## src/rtl/vga_scan_timer_pkg.sv

```systemverilog
// Shared VGA timing defaults, counter width and the captured-position record
// used by the scan timer and its downstream renderer/DAC stages.
package vga_scan_timer_pkg;

    localparam int   CNT_W           = 10;
    localparam int   MAX_TOTAL       = 1 << CNT_W;
    localparam logic SYNC_ACTIVE_LOW = 1'b0;

    localparam int DEF_CLK_DIV  = 2;
    localparam int DEF_H_ACTIVE = 640;
    localparam int DEF_H_FP     = 16;
    localparam int DEF_H_SYNC   = 96;
    localparam int DEF_H_BP     = 48;
    localparam int DEF_V_ACTIVE = 480;
    localparam int DEF_V_FP     = 10;
    localparam int DEF_V_SYNC   = 2;
    localparam int DEF_V_BP     = 33;

    typedef struct packed {
        logic [CNT_W-1:0] x;
        logic [CNT_W-1:0] y;
        logic             hsync;
        logic             vsync;
        logic             blank_n;
    } scan_out_t;

    function automatic int axis_total(input int active, input int fp, input int sync, input int bp);
        return active + fp + sync + bp;
    endfunction

    // Idle raster outputs: origin, syncs deasserted, blanked.
    function automatic scan_out_t idle_scan(input logic sync_pol);
        scan_out_t s;
        s.x       = '0;
        s.y       = '0;
        s.hsync   = ~sync_pol;
        s.vsync   = ~sync_pol;
        s.blank_n = 1'b0;
        return s;
    endfunction

endpackage

```

## src/rtl/vga_axis_counter.sv

```systemverilog
// One raster axis: a wrapping position counter with sync-window and
// active-window decodes of the live count.
module vga_axis_counter
    import vga_scan_timer_pkg::*;
#(
    parameter int ACTIVE = 640,
    parameter int FP     = 16,
    parameter int SYNC   = 96,
    parameter int BP     = 48
) (
    input  logic             clock,
    input  logic             reset,
    input  logic             en,
    input  logic             wrap_in,
    output logic [CNT_W-1:0] cnt,
    output logic             wrap_out,
    output logic             sync_raw,
    output logic             active
);

    localparam int TOTAL = axis_total(ACTIVE, FP, SYNC, BP);
    localparam logic [CNT_W-1:0] LAST       = CNT_W'(TOTAL - 1);
    localparam logic [CNT_W:0]   SYNC_START = (CNT_W + 1)'(ACTIVE + FP);
    localparam logic [CNT_W:0]   SYNC_END   = (CNT_W + 1)'(ACTIVE + FP + SYNC);
    localparam logic [CNT_W:0]   ACT_END    = (CNT_W + 1)'(ACTIVE);

    logic [CNT_W-1:0] cnt_q;
    logic             at_end;

    assign at_end   = (cnt_q == LAST);
    assign wrap_out = wrap_in && at_end;
    assign sync_raw = ({1'b0, cnt_q} >= SYNC_START) && ({1'b0, cnt_q} < SYNC_END);
    assign active   = ({1'b0, cnt_q} < ACT_END);
    assign cnt      = cnt_q;

    always_ff @(posedge clock) begin
        if (!reset) begin
            cnt_q <= '0;
        end else if (en && wrap_in) begin
            cnt_q <= at_end ? '0 : cnt_q + 1'b1;
        end
    end

endmodule

```

## src/rtl/vga_scan_timer.sv

```systemverilog
// 640x480@60 raster timing: pixel divider, h/v counters and registered,
// mutually aligned position/sync/blank/tick outputs.
module vga_scan_timer
    import vga_scan_timer_pkg::*;
#(
    parameter int   CLK_DIV  = DEF_CLK_DIV,
    parameter int   H_ACTIVE = DEF_H_ACTIVE,
    parameter int   H_FP     = DEF_H_FP,
    parameter int   H_SYNC   = DEF_H_SYNC,
    parameter int   H_BP     = DEF_H_BP,
    parameter int   V_ACTIVE = DEF_V_ACTIVE,
    parameter int   V_FP     = DEF_V_FP,
    parameter int   V_SYNC   = DEF_V_SYNC,
    parameter int   V_BP     = DEF_V_BP,
    parameter logic SYNC_POL = SYNC_ACTIVE_LOW
) (
    input  logic             clock,
    input  logic             reset,
    output logic [CNT_W-1:0] x,
    output logic [CNT_W-1:0] y,
    output logic             hsync,
    output logic             vsync,
    output logic             blank_n,
    output logic             vga_clk,
    output logic             pix_en,
    output logic             line_tick,
    output logic             frame_tick
);

    localparam int H_TOTAL = axis_total(H_ACTIVE, H_FP, H_SYNC, H_BP);
    localparam int V_TOTAL = axis_total(V_ACTIVE, V_FP, V_SYNC, V_BP);
    localparam int DIV_W   = $clog2(CLK_DIV);
    localparam logic [DIV_W-1:0] DIV_LAST = DIV_W'(CLK_DIV - 1);
    localparam logic [DIV_W-1:0] DIV_HALF = DIV_W'(CLK_DIV / 2);

    if (H_TOTAL > MAX_TOTAL || V_TOTAL > MAX_TOTAL) begin : g_bad_total
        $error("vga_scan_timer: H_TOTAL or V_TOTAL exceeds the counter range");
    end
    if (CLK_DIV < 2 || (CLK_DIV % 2) != 0) begin : g_bad_div
        $error("vga_scan_timer: CLK_DIV must be even and at least 2");
    end

    logic [DIV_W-1:0] div_cnt;
    logic [DIV_W-1:0] div_next;
    logic [CNT_W-1:0] h_cnt;
    logic [CNT_W-1:0] v_cnt;
    logic             h_wrap;
    logic             v_wrap;
    logic             h_sync_raw;
    logic             v_sync_raw;
    logic             h_active;
    logic             v_active;
    logic             at_origin;
    scan_out_t        scan_q;

    assign pix_en   = (div_cnt == DIV_LAST);
    assign div_next = pix_en ? '0 : div_cnt + 1'b1;

    vga_axis_counter #(
        .ACTIVE (H_ACTIVE),
        .FP     (H_FP),
        .SYNC   (H_SYNC),
        .BP     (H_BP)
    ) u_h_axis (
        .clock    (clock),
        .reset    (reset),
        .en       (pix_en),
        .wrap_in  (1'b1),
        .cnt      (h_cnt),
        .wrap_out (h_wrap),
        .sync_raw (h_sync_raw),
        .active   (h_active)
    );

    vga_axis_counter #(
        .ACTIVE (V_ACTIVE),
        .FP     (V_FP),
        .SYNC   (V_SYNC),
        .BP     (V_BP)
    ) u_v_axis (
        .clock    (clock),
        .reset    (reset),
        .en       (pix_en),
        .wrap_in  (h_wrap),
        .cnt      (v_cnt),
        .wrap_out (v_wrap),
        .sync_raw (v_sync_raw),
        .active   (v_active)
    );

    // vga_clk is registered from the next divider value so it always equals div_cnt >= CLK_DIV/2.
    always_ff @(posedge clock) begin
        if (!reset) begin
            div_cnt <= '0;
            vga_clk <= 1'b0;
        end else begin
            div_cnt <= div_next;
            vga_clk <= (div_next >= DIV_HALF);
        end
    end

    // at_origin marks that the live counters sit on (0,0), so the capture knows a frame starts.
    always_ff @(posedge clock) begin
        if (!reset) begin
            scan_q     <= idle_scan(SYNC_POL);
            at_origin  <= 1'b1;
            line_tick  <= 1'b0;
            frame_tick <= 1'b0;
        end else begin
            line_tick  <= 1'b0;
            frame_tick <= 1'b0;
            if (pix_en) begin
                scan_q.x       <= h_cnt;
                scan_q.y       <= v_cnt;
                scan_q.hsync   <= h_sync_raw ? SYNC_POL : ~SYNC_POL;
                scan_q.vsync   <= v_sync_raw ? SYNC_POL : ~SYNC_POL;
                scan_q.blank_n <= h_active && v_active;
                line_tick      <= (h_cnt == '0);
                frame_tick     <= at_origin;
                at_origin      <= v_wrap;
            end
        end
    end

    assign x       = scan_q.x;
    assign y       = scan_q.y;
    assign hsync   = scan_q.hsync;
    assign vsync   = scan_q.vsync;
    assign blank_n = scan_q.blank_n;

endmodule

```

## config.mk

```make
export PLATFORM = sky130hd
export DESIGN_NAME = vga_scan_timer
export DESIGN_NICKNAME = d
export VERILOG_FILES = /design/src/rtl/vga_scan_timer_pkg.sv /design/src/rtl/vga_axis_counter.sv /design/src/rtl/vga_scan_timer.sv
export SDC_FILE = /design/constraint.sdc
export NUM_CORES = 1
export LEC_CHECK = 0
export CORE_MARGIN = 4
export CORE_UTILIZATION = 45
export CTS_BUF_LIST = sky130_fd_sc_hd__clkbuf_8
export CTS_CLUSTER_SIZE = 40
export DETAILED_ROUTE_END_ITERATION = 8
export HOLD_SLACK_MARGIN = 0.12
export PLACE_DENSITY = 0.68
export SETUP_SLACK_MARGIN = 0.4
export SLEW_MARGIN = 20
export SYNTH_ARGS = -nofsm -noshare
export SYNTH_HDL_FRONTEND = slang
export SYNTH_SLANG_ARGS = --single-unit
export TNS_END_PERCENT = 5
```

## constraint.sdc

```tcl
create_clock -name clock -period 2.4 [get_ports clock]
set_clock_uncertainty 0.1 [all_clocks]
set_input_delay 0.72 -clock clock [delete_from_list [all_inputs] [get_ports clock]]
set_output_delay 0.72 -clock clock [all_outputs]
set_load 0.005 [all_outputs]
```

==> metrics.md, run 1 <==
| Metric | Value |
|---|---|
| Status | finished clean |
| Crit end category | primary output |
| Die height | between 70 and 80 um |
| Synth Register Bits | 47 |
| Final nets | 260 |
| Reg2Reg Setup Slack | between 0.4 and 0.5 ns |
| H-tree Lvls | 2 |
| Cell count after synthesis | 218 |
| CP max stage delay | 0.50 ns |
| Slew headroom | 71.2% |
| Worst path buffer plus inverter count | 1 |
| CP startpoint | vga_clk$_SDFF_PN0_ |
| Crit path time final | roughly 2.0 ns |
| Sum Neg Setup Slack | 0 ns |
| Most frequent cells in the layout | dfxtp_1, clkdlybuf4s50_1, mux2i_1, nor2b_1, buf_4 |
| Yosys synthesis warning count | 0 |
| Synth Area in Compound Gates | 6.29% |
| Worst-path clk slew | 0.09 ns |
| Largest net degree at the start of global routing | 30 |
| FMAX | just over 500 MHz |
| DR vias | 1625 |
| Via-to-Cell Ratio | 5.29 |
| Total core area | 0.00438 mm^2 |
| Root buffer cell | clkbuf_8 |
| Initial antenna violation count | 0 |
| Cell Chain, Critical Path | clkdlybuf4s50_1 |
| All-Layer GR Usage | 16.5% |
| Gr ovfl total | 0 |
| Cell Area, Synth | 0.00205 mm^2 |
| Simple-gate portion of the synthesized area | 25.0% |
| Multi-input logic area | 0.00102 mm^2 |
| Mux cell area share after synthesis | 9.77% |
| Share of layout cells above drive strength 1 | 14.1% |
| CP arrival | 1.16 ns |
| Reg2reg start | u_h_axis.cnt[1]$_SDFFE_PN0P_ |
| Clock power frac | 40.7% |
| Distinct cells, synth | 37 |
| Reg2Reg Capture Point | u_v_axis.cnt[4]$_SDFFE_PN0P_ |
| Max IR drop VDD | 352 uV |
| CP required | 1.58 ns |
| Worst-Margin Slew | 0.432 ns |
| Max_cap viols | 0 |
| Power Density | approximately 570 mW/mm^2 |
| Most common cell after layout, fill and taps aside | dfxtp_1 |
| Reg2Reg Depth | 5 |
| Starting Density | a little under half |
| Row count | 24 |
| Synth top area share | 45.9% |
| Hold depth | 2 |
| PortBufs | 28 |
| Area grow syn2layout | 26.7% |
| Min-Delay Path Class | reg2reg |
| Diodes inserted | 0 |
| Fillers | 394 |
| GPL Wtd Cong | about 0.84 |
| Worst Hold End | blank_n$_SDFFE_PN0P_ |
| Inserted Clock Buffers | 5 |
| Critical Setup Path Class | reg2out |
| Max clock buf depth | 2 |
| Register area share after synthesis | about 46% |
| Leakage | 0.926 nW |
| Final hold vios | 0 |
| WL per Instance | approximately 15 um |
| Final setup fails | 0 |
| Die W | between 70 and 80 um |
| Post-synthesis cell type with the largest combined area | dfxtp_1 |
| Final Routed Wirelength | 4.45 mm |
| Cell family with most CP delay | buffers and inverters |
| Vias in the first global route | 1506 |
| Hold wc startpoint | blank_n$_SDFFE_PN0P_ |
| Total internal power | 1.17 mW |
| Boundary Pins | 29 |
| Slew Limit Fails | 0 |
| Seq pwr share | 53.4% |
| Design Area, Final | 0.00260 mm^2 |
| First-pass GRT wire length | just over 7 mm |
| RSZ-0062 raised after global routing | true |
| Pre-antenna DRT Iters | 4 |
| Crit-path slowest cell | clkdlybuf4s50_1 |
| Dpl hpwl | 3.00 mm |
| Drt drc | 0 |
| Max FO, Critical Path | 4 |
| Iteration-0 DRC Markers | 125 |
| XOR/XNOR Fraction of Synth Area | 5.13% |
| Hold-fix buffers at CTS | 0 |
| Switching power | 0.321 mW |
| Startpoint Class | flip-flop |
| Combinational fraction of design power | between 5 and 6% |
| CTS tree | done |
| CTS Sinks | 47 |
| Sw frac | 21.5% |
| Cell Area, Placed | about 0.0024 mm^2 |
| Fin crit share | 82.6% |
| Reg area | 953 um^2 |
| Synth area leaders | dfxtp_1, mux2i_1, nor2b_1 |
| Antenna Nets Post-Route | 0 |
| Skew-Pair Late Insertion Delay | 0.31 ns |
| Tot Pwr | 1.49 mW |
| Syn_area_per_cell | ~9.4 um^2 |
| Post-Synthesis Net Count | 224 |
| Largest family of logic cells by synthesized area | simple AND/OR/NAND/NOR gates |
| DIE AREA | around 0.0057 mm^2 |
| Post-synthesis adder-cell area fraction | around 2.4% |
synthesized netlist by cell type:
cell,count
nand3_1,7
and2_1,2
clkbuf_2,2
buf_6,1
o21ai_0,8
or3_1,6
nand4b_1,3
buf_2,4
buf_1,1
nor4_1,4
or4b_2,1
nor4b_1,2
nor2b_1,20
clkbuf_1,7
a21boi_0,4
o21ai_1,1
and3_1,4
a21boi_1,1
xor2_1,3
o32a_1,1
a21o_1,1
mux2i_1,20
o311ai_0,1
or2_1,1
nand2_1,11
dfxtp_1,47
nor3_1,2
a21oi_1,4
or4_1,3
xnor2_1,9
nand4bb_1,1
inv_1,9
buf_4,1
or4b_1,1
ha_1,4
nand4_1,7
nor2_1,14
sequential cells by signal, indices dropped and copies added, names as in the netlist, 10 cells and up:
name,count
x,10
y,10
u_h_axis.cnt,10
u_v_axis.cnt,10
kinds of logic (layout without fill, tap and decap cells):
logic type               count (synthesis)  in the layout
buffers and inverters                   25             62
XOR/XNOR                                12             12
adder cells (fa/ha/maj)                  4              4
AO/OA/AOI/OAI                           21             21
AND/OR/NAND/NOR                         89             89
multiplexers                            20             20
flip-flops                              47             47
metrics by stage:
step	setup slack, ns	hold WS, ns	instances	utilization, %
2_1_floorplan	0.410	0.323	218	-
3_3_place_gp	0.336	0.334	293	54.9
3_5_place_dp	0.258	0.352	293	54.9
4_1_cts	0.383	0.373	303	58.1
5_1_grt	0.374	0.392	307	59.2
6_report	0.419	0.376	307	59.2
power groups by stage:
stage	logic [mW]	registers [mW]	clock network, mW
after global routing	0.0963	0.799	0.647
after detailed placement	0.0824	0.816	0
final	0.0883	0.798	0.607
after floorplan	0.0533	0.815	0
after global placement	0.0823	0.815	0
after CTS	0.0826	0.798	0.618
routing by layer:
metal	wire length, um	track usage (%)
met1	2330	23.9
met2	1840	22.8
met3	188	4.35
met4	93	7.57
met5	0	0
cell type report:
type / instances / share of cell area (%)
multi-input combinational: 146 / 39.3
sequential: 47 / 36.7
timing repair buffer: 45 / 15.7
clock buffer: 6 / 3.18
tap: 52 / 2.50
clock inverter: 2 / 1.35
inverter: 9 / 1.30
timing repair:
item	CTS	global route
setup buffers	2	4
endpoints found under the setup margin	6	27
pin swaps	2	2
resized for setup	4	6
worst max path at each step:
| stage | slack [ns] | cells after the start | end |
|---|---|---|---|
| final | 0.42 | 1 | pix_en |
| after CTS | 0.38 | 5 | u_v_axis.cnt[4]$_SDFFE_PN0P_ |
| after global routing | 0.37 | 1 | x[0] |
| after detailed placement | 0.26 | 5 | u_v_axis.cnt[4]$_SDFFE_PN0P_ |
| after global placement | 0.34 | 5 | u_v_axis.cnt[9]$_SDFFE_PN0P_ |
| after floorplan | 0.41 | 6 | u_v_axis.cnt[9]$_SDFFE_PN0P_ |
tightest hold or removal path: stages, from the launching register on:
cell,delay [ns]
dfxtp_1,0.32
nand2_1,0.05
a21boi_0,0.06
No activity file was read; power rests on OpenSTA's default activity.
==> run 2, diff against run 1 <==
- PLACE_DENSITY: 0.68 -> 0.7
- clock period: 2.4 -> 1.75 ns (I/O delays scaled with it)
==> run 2 against run 1 <==
Core utilization grew 5.7 points. Worst setup slack lost 0.54 ns. First-iteration DRC count shrank 14%. Sequential share of layout area shrank 2.1 points. The flow now finishes with violations (negative setup slack). Largest power group unchanged. Critical path type is now reg2reg. Global-route usage grew 0.72 points. Die area is the same.
==> metrics.md, run 2 (same netlist as run 1, synthesis figures left out) <==
| Metric | Value |
|---|---|
| Status | finished with violations |
| Failing checks | negative setup slack |
| Most common cell after layout, fill and taps aside | buf_4 |
| GPL Wtd Cong | 0.898 (+6.6%) |
| Crit-path slowest cell | or4_4 |
| Share of layout cells above drive strength 1 | 44.1% (+30 points) |
| Crit end category | flip-flop |
| RSZ-0062 raised after global routing | true |
| Total core area | 0.00438 mm^2 (unchanged) |
| Area grow syn2layout | 39.0% |
| Leakage | 1.17 nW (+26%) |
| GR Util met3 | 4.09% (-0.26 points) |
| CP max stage delay | 0.63 ns (+0.13 ns) |
| Worst-path clk slew | 0.08 ns (about the same) |
| Final nets | 286 (+10%) |
| Cell Chain, Critical Path | nand4b_1 -> or4_4 -> or3_4 -> a21oi_2 |
| Routing usage on met2 | 25.1% (+2.3 points) |
| Startpoint Class | flip-flop |
| Die W | 75.5 um (unchanged) |
| Crit path time final | roughly 1.9 ns |
| Dpl hpwl | 3.33 mm (+11%) |
| Fin crit share | 107% |
| FMAX | 535 MHz |
| CP required | 1.89 ns (+0.31 ns) |
| Final setup fails | 10 (+10) |
| CTS Sinks | 47 (unchanged) |
| Diodes inserted | 0 (unchanged) |
| Inserted Clock Buffers | 5 (unchanged) |
| Critical Setup Path Class | reg2reg |
| Cell Area, Placed | 0.00262 mm^2 (+8.8%) |
| Skew-Pair Late Insertion Delay | 0.29 ns (-0.02 ns) |
| Final hold vios | 0 (unchanged) |
| Max FO, Critical Path | 5 (+1) |
| Row count | 24 (unchanged) |
| Via-to-Cell Ratio | 5.17 (-2.4%) |
| Most frequent cells in the layout | buf_4, dfxtp_2, mux2i_1, nor2b_1, buf_2 |
| Design Area, Final | 0.00285 mm^2 (+9.7%) |
| Busiest grt layer | met1 |
| Largest net degree at the start of global routing | 21 (-30%) |
| Starting Density | 46.7% (unchanged) |
| PortBufs | 28 (unchanged) |
| WL per Instance | 14.0 um (-3.7%) |
| Die height | 75.5 um (unchanged) |
| All-Layer GR Usage | 17.2% (+0.72 points) |
| Final Non-Filler Cells | 333 (+8.5%) |
| Antenna Nets Post-Route | 0 (unchanged) |
| Gr ovfl total | 0 (unchanged) |
| Hold-fix buffers at CTS | 0 (unchanged) |
| First-pass GRT wire length | 7.49 mm (+5.1%) |
| Slew Limit Fails | 0 (unchanged) |
| DIE AREA | 0.00570 mm^2 (unchanged) |
| Max_cap viols | 0 (unchanged) |
| CTS tree | done |
| Power Density | 688 mW/mm^2 (+20%) |
| DR vias | 1720 (+5.8%) |
| Fillers | 367 (-6.9%) |
| Cell Count Post-Placement | 319 (+8.9%) |
| Slew headroom | 76.8% (+5.7 points) |
| Worst-Margin Slew | 0.344 ns (-0.0882 ns) |
| Pre-antenna DRT Iters | 4 (unchanged) |
| Final Routed Wirelength | 4.65 mm (+4.4%) |
| H-tree Lvls | 2 (unchanged) |
| Vias in the first global route | 1523 (+1.1%) |
| CP arrival | 2.01 ns (+0.85 ns) |
| Iteration-0 DRC Markers | 107 (-14%) |
| Max clock buf depth | 2 (unchanged) |
| Initial antenna violation count | 0 (unchanged) |
| Max IR drop VDD | 607 uV (+72%) |
| Met1 GRT Util | 25.8% (+2.0 points) |
| Root buffer cell | clkbuf_8 |
| Boundary Pins | 29 (unchanged) |
| Drt drc | 0 (unchanged) |
| Min-Delay Path Class | reg2reg |
| Worst setup margin | -0.118 ns (-0.537 ns) |
## run 2: cell types whose count changed in the layout (fill, tap and decap cells not counted), sizes merged
cell	delta
clkinv	-1
clkbuf	+1
dlygate4sd2	+1
clkdlybuf4s50	-28
inv	+1
buf	+53
bufinv	-1
## run 2: per-stage QoR
stage                     util, %  setup WS (ns)  hold WS (ns)  TNS, ns  total power, mW
after floorplan                 -         -0.160         0.323    -1.18             1.19
after global routing         65.0         -0.197         0.368    -1.70             2.02
after global placement       59.7         -0.164         0.328    -1.01             1.25
after detailed placement     59.7         -0.141         0.337   -0.894             1.25
final                        65.0         -0.118         0.356   -0.586             1.96
after CTS                    62.3        -0.0716         0.357   -0.386             1.96
## run 2: cell type report
| class | count | area [um^2] | share of cell area (%) |
|---|---|---|---|
| Tap cell | 52 | 65.1 | 2.28 |
| Sequential cell | 47 | 985 | 34.6 |
| Clock inverter | 1 | 3.75 | 0.132 |
| Inverter | 9 | 33.8 | 1.19 |
| Multi-Input combinational cell | 146 | 1090 | 38.4 |
| Clock buffer | 7 | 96.3 | 3.38 |
| Timing Repair Buffer | 71 | 571 | 20.0 |
## run 2: path summary, 6_finish.rpt
| kind | start | end | slack (ns) | cells after the start |
|---|---|---|---|---|
| hold / removal | at_origin$_SDFFE_PN1P_ | at_origin$_SDFFE_PN1P_ | 0.36 | 1 |
| setup reg to reg | u_h_axis.cnt[7]$_SDFFE_PN0P_ | u_v_axis.cnt[9]$_SDFFE_PN0P_ | -0.12 | 4 |
| setup / recovery | u_h_axis.cnt[7]$_SDFFE_PN0P_ | u_v_axis.cnt[9]$_SDFFE_PN0P_ | -0.12 | 4 |
| hold reg to reg | at_origin$_SDFFE_PN1P_ | at_origin$_SDFFE_PN1P_ | 0.36 | 1 |
## run 2: worst max-delay path: cells and delay by family (launching register included)
kind,cells,cell delay [ns]
DFF,1,0.32
AOI/OAI and AO/OA,1,0.11
and+or+nand+nor,3,1.28
## run 2: repair_timing
item / CTS / global route
hold endpoints to repair: 0 / 0
pin swaps: 17 / 12
gates resized for setup: 153 / 25
gates cloned: 0 / 0
endpoints found under the setup margin: 52 / 51
setup buffers: 6 / 0
## run 2: report_power, final
group | total [mW] | switching [mW] | internal (mW)
combinational | 0.161 | 0.0746 | 0.0864
clock | 0.709 | 0.353 | 0.355
sequential | 1.09 | 0.00799 | 1.08
total | 1.96 | 0.436 | 1.52
## run 2: per-layer routing
layer | wire, um | up-vias
met3 | 220 | 4
met2 | 2030 | 37
li1 | - | 869
met4 | 48 | 0
met1 | 2350 | 810
met5 | 0 | -
==> run 3, diff against run 2 <==
- HOLD_SLACK_MARGIN: 0.12 -> 0.03
- SLEW_MARGIN: 20 -> 15
==> results of run 3 <==
Final layout, timing and power as in run 2 (identical DEF).
